### src/rtl/ts_sync_aligner_pkg.sv
// Shared constants and state type for the MPEG-TS sync aligner.
package ts_pkg;

   localparam logic [7:0] TS_SYNC_BYTE = 8'h47;
   localparam logic [7:0] TS_LEN_188   = 8'd188;
   localparam logic [7:0] TS_LEN_204   = 8'd204;

   typedef enum logic [1:0] {
      HUNT   = 2'd0,
      VERIFY = 2'd1,
      LOCK   = 2'd2
   } ts_state_e;

   function automatic logic [7:0] ts_last_pos(input logic len_188_204n);
      return len_188_204n ? (TS_LEN_188 - 8'd1) : (TS_LEN_204 - 8'd1);
   endfunction

endpackage

### src/rtl/ts_sync_aligner.sv
// Locks onto the TS sync byte at 188/204 spacing and emits framed bytes
// with one cycle of latency.
//
// state  | meaning
// HUNT   | searching the raw stream for a sync byte candidate
// VERIFY | candidate found, checking sync bytes at packet spacing
// LOCK   | aligned; bytes are output with sync/end framing
module ts_sync_aligner
   import ts_pkg::*;
#(
   parameter int unsigned LOCK_COUNT   = 3,
   parameter int unsigned UNLOCK_COUNT = 3,
   parameter logic [7:0]  SYNC_BYTE    = TS_SYNC_BYTE
) (
   input  logic        clk,
   input  logic        rst,
   input  logic        i_len_188_204n,
   input  logic        i_valid,
   input  logic [7:0]  i_data,
   output logic        o_ts_valid,
   output logic        o_ts_sync,
   output logic        o_ts_end,
   output logic [7:0]  o_ts_data,
   output logic        o_locked,
   output logic [15:0] o_loss_count
);

   localparam logic [3:0] LOCK_N   = 4'(LOCK_COUNT);
   localparam logic [3:0] UNLOCK_N = 4'(UNLOCK_COUNT);

   ts_state_e   state;
   logic [7:0]  pos;
   logic [3:0]  good;
   logic [3:0]  bad;
   logic        len_q;

   logic [7:0]  last_pos;
   logic [7:0]  pos_next;
   logic [3:0]  good_inc;
   logic [3:0]  bad_inc;
   logic [15:0] loss_next;
   logic        is_sync;
   logic        len_changed;

   assign last_pos    = ts_last_pos(i_len_188_204n);
   assign pos_next    = (pos == last_pos) ? 8'd0 : pos + 8'd1;
   assign good_inc    = good + 4'd1;
   assign bad_inc     = bad + 4'd1;
   assign loss_next   = (o_loss_count == 16'hFFFF) ? o_loss_count : o_loss_count + 16'd1;
   assign is_sync     = (i_data == SYNC_BYTE);
   assign len_changed = (i_len_188_204n != len_q);

   always_ff @(posedge clk or posedge rst) begin
      if (rst) begin
         state        <= HUNT;
         pos          <= 8'd0;
         good         <= 4'd0;
         bad          <= 4'd0;
         len_q        <= 1'b1;
         o_ts_valid   <= 1'b0;
         o_ts_sync    <= 1'b0;
         o_ts_end     <= 1'b0;
         o_ts_data    <= 8'd0;
         o_locked     <= 1'b0;
         o_loss_count <= 16'd0;
      end else begin
         len_q      <= i_len_188_204n;
         o_ts_valid <= 1'b0;
         o_ts_sync  <= 1'b0;
         o_ts_end   <= 1'b0;
         // A length change outranks whatever byte arrives in the same cycle.
         if (state != HUNT && len_changed) begin
            if (state == LOCK) begin
               o_loss_count <= loss_next;
            end
            state    <= HUNT;
            pos      <= 8'd0;
            good     <= 4'd0;
            bad      <= 4'd0;
            o_locked <= 1'b0;
         end else if (i_valid) begin
            case (state)
               HUNT: begin
                  if (is_sync) begin
                     state <= VERIFY;
                     pos   <= 8'd1;
                     good  <= 4'd1;
                  end
               end
               VERIFY: begin
                  if (pos != 8'd0) begin
                     pos <= pos_next;
                  end else if (is_sync) begin
                     good <= good_inc;
                     pos  <= pos_next;
                     if (good_inc == LOCK_N) begin
                        state      <= LOCK;
                        o_locked   <= 1'b1;
                        o_ts_valid <= 1'b1;
                        o_ts_sync  <= 1'b1;
                        o_ts_data  <= i_data;
                     end
                  end else begin
                     state <= HUNT;
                     good  <= 4'd0;
                  end
               end
               LOCK: begin
                  if (pos == 8'd0 && !is_sync && bad_inc == UNLOCK_N) begin
                     state        <= HUNT;
                     pos          <= 8'd0;
                     bad          <= 4'd0;
                     good         <= 4'd0;
                     o_locked     <= 1'b0;
                     o_loss_count <= loss_next;
                  end else begin
                     // Corrupt syncs below the threshold still pass through framed.
                     if (pos == 8'd0) begin
                        bad <= is_sync ? 4'd0 : bad_inc;
                     end
                     pos        <= pos_next;
                     o_ts_valid <= 1'b1;
                     o_ts_sync  <= (pos == 8'd0);
                     o_ts_end   <= (pos == last_pos);
                     o_ts_data  <= i_data;
                  end
               end
               default: begin
                  state <= HUNT;
               end
            endcase
         end
      end
   end

endmodule

### config.mk
export PLATFORM = sky130hd
export DESIGN_NAME = ts_sync_aligner
export DESIGN_NICKNAME = d
export VERILOG_FILES = /design/src/rtl/ts_sync_aligner_pkg.sv /design/src/rtl/ts_sync_aligner.sv
export SDC_FILE = /design/constraint.sdc
export NUM_CORES = 1
export LEC_CHECK = 0
export BUFFER_PORTS_ARGS = -buffer_cell sky130_fd_sc_hd__buf_2
export CAP_MARGIN = 20
export CORE_MARGIN = 1
export CORE_UTILIZATION = 38
export CTS_CLUSTER_SIZE = 24
export DETAILED_ROUTE_END_ITERATION = 12
export SLEW_MARGIN = 20
export SYNTH_ARGS = -nofsm -noshare
export SYNTH_HDL_FRONTEND = slang
export SYNTH_SLANG_ARGS = --single-unit
export TNS_END_PERCENT = 1
### constraint.sdc
create_clock -name clk -period 5.5 [get_ports clk]
set_input_delay 0.825 -clock clk [delete_from_list [all_inputs] [get_ports clk]]
set_output_delay 0.825 -clock clk [all_outputs]
set_load 0.01 [all_outputs]
==> metrics <==
unrepaired setup endpoints after global routing no; Tot GR Track Use 0.170; RD Place Congestion 0.805; most frequent cell after synthesis dfrtp_1; final max-slew violation count 0; top_reg_cell synth dfrtp_1; Critical path buffers and inverters 0; Clock Latency Late Sink 0.30 ns; Ys Warns 0; crit path kind reg -> reg; Clock transition at path regs 0.08 ns; Post-Synth XOR/XNOR Area 0.0506; fillers 680; Clock Tree Buf Depth 2; core area 0.00691 mm²; post-synthesis sequential area ratio 0.425; # diodes 0; vias after detailed routing 2212; top cell family by delay on the critical path compound AO/OA/AOI/OAI gates; Worst Reg-to-Reg Cells 7; Mapped Cells 278; first-pass GRT wire length 10300 µm; Slew headroom 0.318; Synth area leaders dfrtp_1, xor2_1, ha_1, nand2_1, nor2_1; area of the mapped netlist 0.00277 mm²; # clock sinks 47; Detailed Place HPWL 4230 µm; H-Tree Depth 2; r2r endpoint o_loss_count[1]$_DFFE_PP0P_; Final Routed Wirelength 5890 µm; final-report setup violation count 0; asr flop ratio synth 1.00; Simple-Gate Fraction of Synth Area 0.247; CTS tree done; FF+latch count, synth 47; crit-path max FO 15; Max Clk Rate 0.343 GHz; Hold Slack 0.485 ns; Vias/cell 5.36; Max stage delay cell, worst path o21ai_0; Hold Path Class reg -> reg; Die Outline Area 0.00764 mm²; fin area 0.00314 mm²; largest net degree at the start of global routing 48; PnR Total Power 0.00110 W; WP data required 5.68 ns; Chip Height 87.4 µm; PortBufs 39; worst slew pin tran 1.01 ns; IO Count 40; Setup TNS Final 0 ns; nature of the critical path endpoint flip-flop; Resized cells post-CTS 0; post-synth top area share 0.415; status finished clean; Hold Crit Endpoint o_ts_data[1]$_DFFE_PP0P_; Lkg Pwr 1.51 nW; r2r startpoint bad[0]$_DFFE_PP0P_; clk root buf clkbuf_8; # DRC 0; starting density of the core 0.401; average size of a mapped cell 9.97 µm²; critical path, cell by cell ha_1 -> and2_1 -> a21oi_1 -> o21ai_0 -> a41oi_4 -> nor2_1 -> mux2_2; Synth Area in Adders 0.0451; fin crit period 2.92 ns; largest family of logic cells by synthesized area simple AND/OR/NAND/NOR gates; post-DR wirelength/cell 14.3 µm; EDFF count, synth 0; # Post-CTS Setup Buffers 0; post-route ant nets 0; slack of the worst reg-to-reg path 2.58 ns; global route overflow 0; Nets 339; Synth area leader dfrtp_1; die width 87.4 µm; area post-placement 0.00305 mm²; mux cell area share after synthesis 0.0402; max cap viols 0; Critical Path AT 3.10 ns; Area Growth Syn to Fin 13.2%; CTS Hold Bufs 0; 1st-pass router iterations 4; post-synth cell types 54; CP Launch Type flip-flop; Num CTS Buffers 5; VDD IR-drop max 0.202 mV; period utilisation layout 0.530; hold path depth 1; compound-cell area share of the yosys netlist 0.157; most frequent cells after synthesis dfrtp_1, nand2_1, nor2_1; Final Skew 0.00712 ns; initial antenna violation count 0; P per Cell Area 352 mW/mm²; share of cells above drive strength 1 0.243; Fin. Hold Viols 0; DR iter-0 viols 130; number of global-route vias before repair 2160; row cnt 30; Hold Crit Start o_ts_data[1]$_DFFE_PP0P_; Critical Path Max Stage Delay 0.79 ns; Post-Syn Nets 300
[per-layer routing]
metal / GRT usage / routed length (µm) / vias up / part of all wire
li1: - / - / 1093 / -
met1: 0.234 / 2880 / 1066 / 0.49
met2: 0.273 / 2700 / 43 / 0.46
met3: 0.0341 / 209 / 10 / 0.036
met4: 0.0462 / 94 / 0 / 0.016
met5: 0 / 0 / - / 0
[worst reg2reg max path, delay by kind of cell, from the launching register on]
family	cells	cell delay [ns]
AND/OR/NAND/NOR	2	0.45
flip-flops	1	0.42
AO/OA/AOI/OAI	3	1.32
multiplexers	1	0.36
adder cells (fa/ha/maj)	1	0.26
[layout make-up]
type                    instances  area [µm²]  area share
clock buffers                   6        82.6      0.0263
clock inverters                 1        5.00     0.00160
inverters                      14        53.8      0.0172
multi-input cells             209        1500       0.477
flip-flops and latches         47        1180       0.375
well taps                      96         120      0.0383
repair buffers                 40         203      0.0646
[state kept, by name, summed over array words and instances (netlist names)]
register and flops:
bad 4, o_ts_valid 1, len_q 1, o_ts_data 8
o_locked 1, good 4, o_ts_end 1, pos 8
o_loss_count 16, state 2, o_ts_sync 1
[metrics by stage]
stage,util,setup slack (ns),instances
final,0.454,2.58,413
after global placement,0.441,2.42,406
after CTS,0.454,2.57,413
after global routing,0.454,2.39,413
after detailed placement,0.441,2.30,406
after floorplan,-,2.87,278
[how the worst max path moves through the flow]
| stage | slack, ns | to | start | depth (start not counted) |
|---|---|---|---|---|
| after CTS | 2.57 | o_loss_count[1]$_DFFE_PP0P_ | bad[0]$_DFFE_PP0P_ | 7 |
| after floorplan | 2.87 | pos[2]$_DFFE_PP0P_ | i_data[7] | 7 |
| final | 2.58 | o_loss_count[1]$_DFFE_PP0P_ | bad[0]$_DFFE_PP0P_ | 7 |
| after global routing | 2.39 | o_loss_count[11]$_DFFE_PP0P_ | bad[0]$_DFFE_PP0P_ | 7 |
| after global placement | 2.42 | o_loss_count[1]$_DFFE_PP0P_ | i_data[7] | 7 |
| after detailed placement | 2.30 | o_loss_count[1]$_DFFE_PP0P_ | i_data[7] | 7 |
[report_power, final]
group / total (W) / leakage (nW) / internal (W) / switching [W]
sequential: 0.000437 / 0.624 / 0.000400 / 0.0000371
combinational: 0.000455 / 0.835 / 0.000170 / 0.000285
clock: 0.000212 / 0.0470 / 0.0000989 / 0.000113
total: 0.00110 / 1.51 / 0.000669 / 0.000436
[cells in the final DEF, fill, tap and decap left out, types with 3 or more instances in the layout]
| cell type | count |
|---|---|
| dfrtp_1 | 46 |
| buf_2 | 39 |
| nand2_1 | 29 |
| nor2_1 | 23 |
| nand3_1 | 16 |
| xor2_1 | 15 |
| o21ai_0 | 13 |
| inv_1 | 13 |
| ha_1 | 10 |
| nor3_1 | 8 |
| or2_2 | 7 |
| a21oi_1 | 6 |
| nor4_1 | 6 |
| clkbuf_8 | 6 |
| nand4_1 | 5 |
| a31oi_1 | 5 |
| a31o_2 | 5 |
| mux2_1 | 5 |
| and2_1 | 4 |
| o31ai_1 | 4 |
| a22o_1 | 4 |
| mux2_2 | 4 |
| and3_1 | 3 |
| nor4_4 | 3 |
[logic make-up (layout without fill, tap and decap cells)]
family,after synthesis,count (layout)
compound gates,55,55
xor+xnor,16,16
fa+ha+maj,10,10
buf+inv,22,61
flops,47,47
mux,10,10
simple gates,118,118
No activity file was read; power rests on OpenSTA's default activity.
